==> src/rtl/sif_wa_write_buffer.sv <==
// sif_wa_write_buffer: first-word-fall-through write queue between the SIF
// bridge W-side strobes and a valid/ready register target. It absorbs
// target back-pressure, reports fill level and a sticky overflow flag.
// Optional build macro SIF_WB_ADDR_WINDOW_EN: only writes inside
// [WIN_BASE, WIN_BASE+WIN_SIZE) are queued; others are dropped and flagged
// on the extra sticky output wb_oow.
module sif_wa_write_buffer #(
  parameter int            DEPTH    = 8,
  parameter int            AW       = 16,
  parameter int            DW       = 16,
  parameter logic [AW-1:0] WIN_BASE = 16'h0000,
  parameter logic [AW-1:0] WIN_SIZE = 16'h0100
) (
  input  logic                     clk,
  input  logic                     rst,
  input  logic                     wa_wr_s,
  input  logic [AW-1:0]            wa_addr,
  input  logic [DW-1:0]            wa_data_wr,
  input  logic                     flush,
  input  logic                     ovf_clr,
  output logic                     wb_valid,
  input  logic                     wb_ready,
  output logic [AW-1:0]            wb_addr,
  output logic [DW-1:0]            wb_data,
  output logic [$clog2(DEPTH):0]   wb_level,
  output logic                     wb_full,
  output logic                     wb_empty,
  output logic                     wb_ovf
`ifdef SIF_WB_ADDR_WINDOW_EN
  ,
  output logic                     wb_oow
`endif
);

  localparam int PW = $clog2(DEPTH);
  localparam int LW = PW + 1;

  typedef enum logic {S_EMPTY, S_HOLD} state_t;

  state_t             state;
  logic [AW+DW-1:0]   mem [DEPTH];
  logic [PW-1:0]      wptr;
  logic [PW-1:0]      rptr;
  logic [PW-1:0]      rptr_nxt;
  logic               in_win;
  logic               push_ok;
  logic               pop;
  logic               ovf_set;

`ifdef SIF_WB_ADDR_WINDOW_EN
  logic               oow_set;

  // Window test is done one bit wider than the address so base+size never wraps.
  function automatic logic in_window(input logic [AW-1:0] a);
    logic [AW:0] lo;
    logic [AW:0] hi;
    lo = {1'b0, WIN_BASE};
    hi = lo + {1'b0, WIN_SIZE};
    return ({1'b0, a} >= lo) && ({1'b0, a} < hi);
  endfunction

  assign in_win = in_window(wa_addr);
`else
  logic unused_win;
  assign unused_win = ^{WIN_BASE, WIN_SIZE};
  assign in_win     = 1'b1;
`endif

  assign wb_full  = (wb_level == LW'(DEPTH));
  assign wb_empty = (wb_level == '0);
  assign rptr_nxt = rptr + PW'(1);

  // Decode this cycle's transfer events; flush overrides every transfer.
  always_comb begin
    pop     = wb_valid && wb_ready && !flush;
    push_ok = wa_wr_s && in_win && (!wb_full || pop) && !flush;
    ovf_set = wa_wr_s && in_win && wb_full && !pop && !flush;
  end

`ifdef SIF_WB_ADDR_WINDOW_EN
  assign oow_set = wa_wr_s && !in_win && !flush;
`endif

  // Entry storage; the slot at rptr always mirrors the presented head.
  always_ff @(posedge clk) begin
    if (push_ok) begin
      mem[wptr] <= {wa_addr, wa_data_wr};
    end
  end

  // Drain FSM, head register, pointers, level and sticky flags.
  always_ff @(posedge clk or posedge rst) begin
    if (rst) begin
      state    <= S_EMPTY;
      wb_valid <= 1'b0;
      wb_addr  <= '0;
      wb_data  <= '0;
      wptr     <= '0;
      rptr     <= '0;
      wb_level <= '0;
      wb_ovf   <= 1'b0;
`ifdef SIF_WB_ADDR_WINDOW_EN
      wb_oow   <= 1'b0;
`endif
    end else begin
      if (flush) begin
        state    <= S_EMPTY;
        wb_valid <= 1'b0;
        wptr     <= '0;
        rptr     <= '0;
        wb_level <= '0;
      end else begin
        if (push_ok) wptr <= wptr + PW'(1);
        if (pop)     rptr <= rptr_nxt;
        case ({push_ok, pop})
          2'b10:   wb_level <= wb_level + LW'(1);
          2'b01:   wb_level <= wb_level - LW'(1);
          default: wb_level <= wb_level;
        endcase
        case (state)
          S_EMPTY: begin
            if (push_ok) begin
              state    <= S_HOLD;
              wb_valid <= 1'b1;
              wb_addr  <= wa_addr;
              wb_data  <= wa_data_wr;
            end
          end
          S_HOLD: begin
            if (pop) begin
              if (wb_level == LW'(1)) begin
                if (push_ok) begin
                  wb_addr <= wa_addr;
                  wb_data <= wa_data_wr;
                end else begin
                  state    <= S_EMPTY;
                  wb_valid <= 1'b0;
                end
              end else begin
                {wb_addr, wb_data} <= mem[rptr_nxt];
              end
            end
          end
          default: begin
            state    <= S_EMPTY;
            wb_valid <= 1'b0;
          end
        endcase
      end
      if (ovf_set)      wb_ovf <= 1'b1;
      else if (ovf_clr) wb_ovf <= 1'b0;
`ifdef SIF_WB_ADDR_WINDOW_EN
      if (oow_set)      wb_oow <= 1'b1;
      else if (ovf_clr) wb_oow <= 1'b0;
`endif
    end
  end

endmodule

==> config.mk <==
export PLATFORM = sky130hd
export DESIGN_NAME = sif_wa_write_buffer
export DESIGN_NICKNAME = d
export VERILOG_FILES = /design/src/rtl/sif_wa_write_buffer.sv
export SDC_FILE = /design/constraint.sdc
export NUM_CORES = 1
export LEC_CHECK = 0
export CORE_ASPECT_RATIO = 0.75
export CORE_MARGIN = 2
export CORE_UTILIZATION = 50
export DETAILED_ROUTE_END_ITERATION = 7
export GPL_TIMING_DRIVEN = 0
export PLACE_DENSITY = 0.72
export SLEW_MARGIN = 20
export SYNTH_ARGS = -nofsm -noshare
export SYNTH_HDL_FRONTEND = slang
export SYNTH_SLANG_ARGS = --single-unit
==> constraint.sdc <==
create_clock -name clk -period 3.9 [get_ports clk]
set_input_delay 0.78 -clock clk [delete_from_list [all_inputs] [get_ports clk]]
set_output_delay 0.78 -clock clk [all_outputs]
set_load 0.1 [all_outputs]
After elaboration in Yosys (flattened, before gate mapping). Memories as Yosys holds them, arrays and structs flattened. Index checks and enable logic that the tools add are counted.

$add $sub $neg: 4. Multiply operators: 0. Div/mod/pow operators: 0. $lt $le $gt $ge: 0. Eq/ne operators: 9. Shifts and indexed selects: 0. Multiplexer cells: 28. Bitwise logic cells: 2. Reductions and logical operators: 18.

Operators by type and width (number): $mux W16 (6); $pmux W16 S2 (2); $mux W1 (12); $mux W3 (4); $pmux W4 S2 (1); $logic_and A1 B1 Y1 (7); $add A3 B1 Y3 const B (2); $ne A3 B2 Y1 const B (2); $ne A3 B3 Y1 const B (2); $reduce_bool A2 Y1 (3); $add A4 B1 Y4 const B (1); $eq A4 B1 Y1 const B (1); $eq A4 B4 Y1 const B (1); $logic_not A4 Y1 (1); $mux W4 (1); $pmux W1 S2 (2); $reduce_and A4 Y1 (1); $sub A4 B1 Y4 const B (1); $logic_not A1 Y1 (3); $reduce_bool A3 Y1 (1); $eq A2 B1 Y1 const B (1); $eq A2 B2 Y1 const B (1); $ne A2 B1 Y1 const B (1); $not A1 Y1 (2); other kinds (2) (2).

Flip-flop bits (word level): 45. Latch bits: 0. RAM bits: 256. Memory bits (read-only): 0. Bits of input ports: 38. Output and inout port bits: 40. Word-level logic and storage cells: 70. Memories: 1.

Memory list: mem (depth 8, bits a word 32, read ports 1, clocked after Yosys merged registers in 0, write ports 1, RTL line 41) `logic [AW+DW-1:0] mem [DEPTH];`.

Longest topological paths before layout.
Depth after elaboration: 10. Mapped depth: 8. Mapped depth without buffers: 7.

Worst setup path after synthesis. OpenSTA, ideal clock, no wires.

Path kind: register to register. Start point: reg wb_level[1]. End point: mem mem[1][0] (netlist bit) (enable). Setup time: 0.461 ns. Data arrival time: 4.708 ns. Required time: 3.439 ns. Slack: -1.269 ns. Cell stages (with the launch flop): 8. Path buffers: 0. Clock period less this slack: 5.169 ns. Cells stage by stage: dfrtp_1 > inv_1 > ha_1 > nand3b_1 > inv_1 > nand2_1 > nand3_1 > nor3_1.

Word-level cells in the longest chain between the ends: 7.

Ends and longest elaborated chain: from (decl) (RTL line 25) `output logic [$clog2(DEPTH):0] wb_level,`; from (signal assigned) (RTL line 116) `2'b10: wb_level <= wb_level + LW'(1);`; from (signal assigned) (RTL line 117) `2'b01: wb_level <= wb_level - LW'(1);`; from (signal assigned) (RTL line 118) `default: wb_level <= wb_level;`; $eq A4 B4 Y1 (RTL line 69) `assign wb_full = (wb_level == LW'(DEPTH));`; net wb_full (RTL line 26) `output logic wb_full,`; $logic_not A1 Y1 (RTL line 76) `push_ok = wa_wr_s && in_win && (!wb_full || pop) && !flush;`; $logic_or A1 B1 Y1 (RTL line 76); $logic_and A1 B1 Y1 (2 in a row) (RTL line 76); $mux W1 (RTL line 86) `if (push_ok) begin`; $mux W1 (implied by the code) (RTL line 87) `mem[wptr] <= {wa_addr, wa_data_wr};`; to (decl) (RTL line 41).

The timed path passes the listed nets, and every way through them passes these cells.

Worst setup path after layout.
Start point: reg wb_level[1]. End point: out wb_empty.

Word-level cells in the longest chain between the ends: 1.

Ends and longest elaborated chain: $logic_not A4 Y1 (RTL line 70) `assign wb_empty = (wb_level == '0);`; to (decl) (RTL line 27) `output logic wb_empty,`.

No other way between the ends.

==> metrics.txt <==
# TYPE chip_impl_metric gauge
chip_impl_metric{name="numCtsBuffers",unit=""} 30
chip_impl_metric{name="synth_enable_flop_cells",unit=""} 256
chip_impl_metric{name="layout-area-overhead-vs-synth",unit="%"} 19.8
chip_impl_metric{name="irDropWorstVdd",unit="V"} 0.000409
chip_impl_metric{name="routed_wirelength",unit="mm"} 30.6
chip_impl_metric{name="dieArea",unit="mm2"} 0.0263
chip_impl_metric{name="multi_input_gate_area",unit="mm2"} 0.00339
chip_impl_metric{name="synth.ff_latch_count",unit=""} 301
chip_impl_info{name="layer_with_the_highest_usage",value="met2"} 1
chip_impl_metric{name="routed_via_density",unit=""} 5.94
chip_impl_metric{name="diodes",unit=""} 0
chip_impl_metric{name="io_pins",unit=""} 78
chip_impl_metric{name="synth.avg_cell_area",unit="um2"} 14.9
chip_impl_metric{name="synthCells",unit=""} 837
chip_impl_metric{name="synth_area",unit="mm2"} 0.0125
chip_impl_metric{name="grt_pass1_vias",unit=""} 7744
chip_impl_info{name="synth-main-ff-cell",value="edfxtp_1"} 1
chip_impl_metric{name="numPlacedInstances",unit=""} 1262
chip_impl_metric{name="dp_hpwl",unit="mm"} 19.0
chip_impl_metric{name="cts-htree-levels",unit=""} 1
chip_impl_metric{name="grt_first_pass_wirelength",unit="mm"} 46.4
chip_impl_metric{name="initialDrtViolationCount",unit=""} 751
chip_impl_metric{name="critPathArrivalTime",unit="ps"} 2670
chip_impl_metric{name="postCtsHoldBufs",unit=""} 0
chip_impl_info{name="synth.largest_area_cell",value="edfxtp_1"} 1
chip_impl_info{name="rsz0062_at_grt",value="false"} 1
chip_impl_metric{name="port_buffers",unit=""} 76
chip_impl_metric{name="maxClockFrequency",unit="GHz"} 0.290
chip_impl_metric{name="timing.max_slew.rel_slack",unit=""} 0.330
chip_impl_metric{name="worst-slew-pin-transition",unit="ps"} 1000
chip_impl_info{name="startpoint",value="wb_level[1]"} 1
chip_impl_metric{name="synth.net_count",unit=""} 880
chip_impl_metric{name="yosysUniqueCellTypes",unit=""} 46
chip_impl_metric{name="synth_top_area_frac",unit=""} 0.616
chip_impl_info{name="cts_root_buffer",value="clkbuf_16"} 1
chip_impl_metric{name="setup_viol_count_final",unit=""} 0
chip_impl_metric{name="synth.yosys.warnings",unit=""} 0
chip_impl_metric{name="num_vias",unit=""} 7830
chip_impl_metric{name="post_drt_wl_per_cell",unit="um"} 23.2
chip_impl_metric{name="final.fill_count",unit=""} 1895
chip_impl_metric{name="total_leakage_power",unit="nW"} 4.88
chip_impl_metric{name="power_density",unit="mW/mm2"} 556
chip_impl_info{name="worstSetupEndpoint",value="wb_empty"} 1
chip_impl_metric{name="cts.sink_count",unit=""} 301
chip_impl_metric{name="clk_latency",unit="ps"} 560
chip_impl_info{name="status",value="complete, no violations"} 1
chip_impl_info{name="ys_top_cells_by_area",value="edfxtp_1 62%, mux2i_1 10%, dfrtp_1 9.0%"} 1
chip_impl_metric{name="critical_path.max_fanout",unit=""} 7
chip_impl_metric{name="synth.yosys.seq_area_share",unit=""} 0.706
chip_impl_metric{name="gr_util_met2",unit=""} 0.375
chip_impl_metric{name="maxCapViolCount",unit=""} 0
chip_impl_metric{name="stdcell_count",unit=""} 1318
chip_impl_info{name="worstSetupPathType",value="reg -> out"} 1
chip_impl_metric{name="timing.final.max_slew_violations",unit=""} 0
chip_impl_metric{name="largest_net_degree_at_the_start_of_global_routing",unit=""} 46
chip_impl_metric{name="core-area",unit="mm2"} 0.0248
chip_impl_info{name="worstHoldPathType",value="reg -> reg"} 1
chip_impl_info{name="cp-end-kind",value="output port"} 1
chip_impl_metric{name="firstDrtPassIters",unit=""} 5
chip_impl_metric{name="gr-usage-met3",unit=""} 0.0446
chip_impl_metric{name="r2r_cells",unit=""} 9
chip_impl_metric{name="grt.met1_usage",unit=""} 0.329
chip_impl_metric{name="nNetsFinal",unit=""} 999
chip_impl_metric{name="globalplace.congestion",unit=""} 0.783
chip_impl_metric{name="die_h",unit="um"} 141
chip_impl_metric{name="setup_slack_of_the_most_critical_reg_to_reg_path",unit="ps"} 730
chip_impl_metric{name="asyncSetResetFlopFracSynth",unit=""} 0.150
chip_impl_metric{name="grt_antenna_before_repair",unit=""} 0
chip_impl_metric{name="groute.usage.overall",unit=""} 0.234
chip_impl_metric{name="cts-root-to-sink-buffers",unit=""} 3
chip_impl_metric{name="sequential_cell_area",unit="mm2"} 0.00881
chip_impl_info{name="cts_tree",value="yes"} 1
chip_impl_metric{name="cts.reportedPaths.clkPinSlew",unit="ps"} 60
chip_impl_metric{name="layout_worst_path_cycle_share",unit=""} 0.885
chip_impl_info{name="crit_path_start_kind",value="flop"} 1
chip_impl_info{name="worst_hold_startpoint",value="wb_ovf"} 1
chip_impl_metric{name="global_route.overflow_total",unit=""} 0
chip_impl_metric{name="fin_util",unit=""} 0.604
chip_impl_info{name="critical_path.reg2reg.startpoint",value="wb_level[1]"} 1
chip_impl_metric{name="required_time_reported_for_the_critical_path_endpoint",unit="ps"} 3120
chip_impl_metric{name="drc",unit=""} 0
chip_impl_metric{name="finalHoldViolCount",unit=""} 0
chip_impl_metric{name="dieWidth",unit="um"} 186
chip_impl_metric{name="antenna_violating_nets_post_route",unit=""} 0
chip_impl_info{name="reg2reg_to",value="mem[1][8]"} 1
chip_impl_metric{name="timing.final.crit_period",unit="ps"} 3450
chip_impl_metric{name="num_rows",unit=""} 50
chip_impl_metric{name="post_route_cells_drive_above_1_share",unit=""} 0.134
chip_impl_metric{name="fin_worst_skew",unit="ps"} 15.2
chip_impl_metric{name="floorplan.initialDensity",unit=""} 0.504
-- kinds of logic (layout without fill, tap and decap cells) --
group,count (synthesis),in the layout,synth area share
compound gates,86,86,0.0528
xor+xnor,7,7,0.00491
fa+ha+maj,5,5,0.00501
buf+inv,71,214,0.0289
flops,301,301,0.706
mux,129,129,0.103
simple gates,238,238,0.0994
-- synthesized netlist by cell type, drive strengths merged, types with 14 or more instances --
cell type	count
nand4	33
a211oi	34
mux2i	129
nor3	35
edfxtp	256
buf	34
a21oi	37
dfrtp	45
clkbuf	29
nand3	133
nor2	14
-- worst min-delay path by stage --
stage               end  slack (ps)  cells past startpoint
2_1_floorplan  wb_valid         480                      1
3_3_place_gp     wb_ovf         520                      2
3_5_place_dp    rptr[1]         530                      2
4_1_cts         rptr[1]         540                      2
5_1_grt         rptr[1]         570                      2
6_report         wb_ovf         540                      2
-- worst max-delay path, cell delays in order (launching register included) --
cell             delay (ps)
dfrtp_1                 460
inv_1                   150
ha_1                    240
and2_1                  140
clkdlybuf4s50_1        1130
-- placed cells by master, fill, tap and decap left out, drive strengths merged, types with 5 or more instances in the layout --
cell type      count
edfxtp           256
nand3            133
mux2i            129
clkdlybuf4s50     75
clkbuf            69
dfrtp             45
buf               45
a21oi             37
nor3              35
a211oi            34
nand4             33
nor2              14
clkinv            13
nand2              8
inv                8
ha                 5
-- state kept, by name, indices dropped and copies added (netlist names) --
name,flops
wb_valid,1
wb_data,16
wb_level,4
rptr,3
mem,256
wb_addr,16
wb_ovf,1
state,1
wptr,3
-- timing repair --
action	4_1_cts	5_1_grt
gates resized for setup	0	1
buffers inserted	0	0
setup endpoints to repair	0	1
endpoints found under the hold margin	0	0
-- power by group --
group	internal, mW	switching [mW]	total, mW
Sequential	3.66	0.0985	3.75
Combinational	0.457	1.25	1.71
Clock	1.64	1.21	2.85
-- layer usage --
metal / up-vias / part of all wire
li1: 3505 / -
met1: 3894 / 0.43
met2: 372 / 0.46
met3: 59 / 0.084
met4: 0 / 0.023
met5: - / 0
-- area by class of cell --
cell class	count	area share
plain buffers	63	0.0221
clock buffers	40	0.0560
clock inverters	16	0.00979
inverters	8	0.00217
multi-input cells	465	0.227
flip-flops and latches	301	0.589
well taps	338	0.0283
repair buffers	87	0.0658
-- through the flow --
step	hold WS (ps)	setup TNS [ps]	cell area, um2	power, mW	setup WS [ps]
detailed placement	529	0	14000	5.53	193
global route	567	0	15000	8.56	343
floorplan	480	-97650	12500	5.02	-418
finish	536	0	15000	8.32	450
CTS	537	0	14900	8.35	112
global placement	525	-314820	13700	5.49	-1330
No activity file was read; power rests on OpenSTA's default activity.
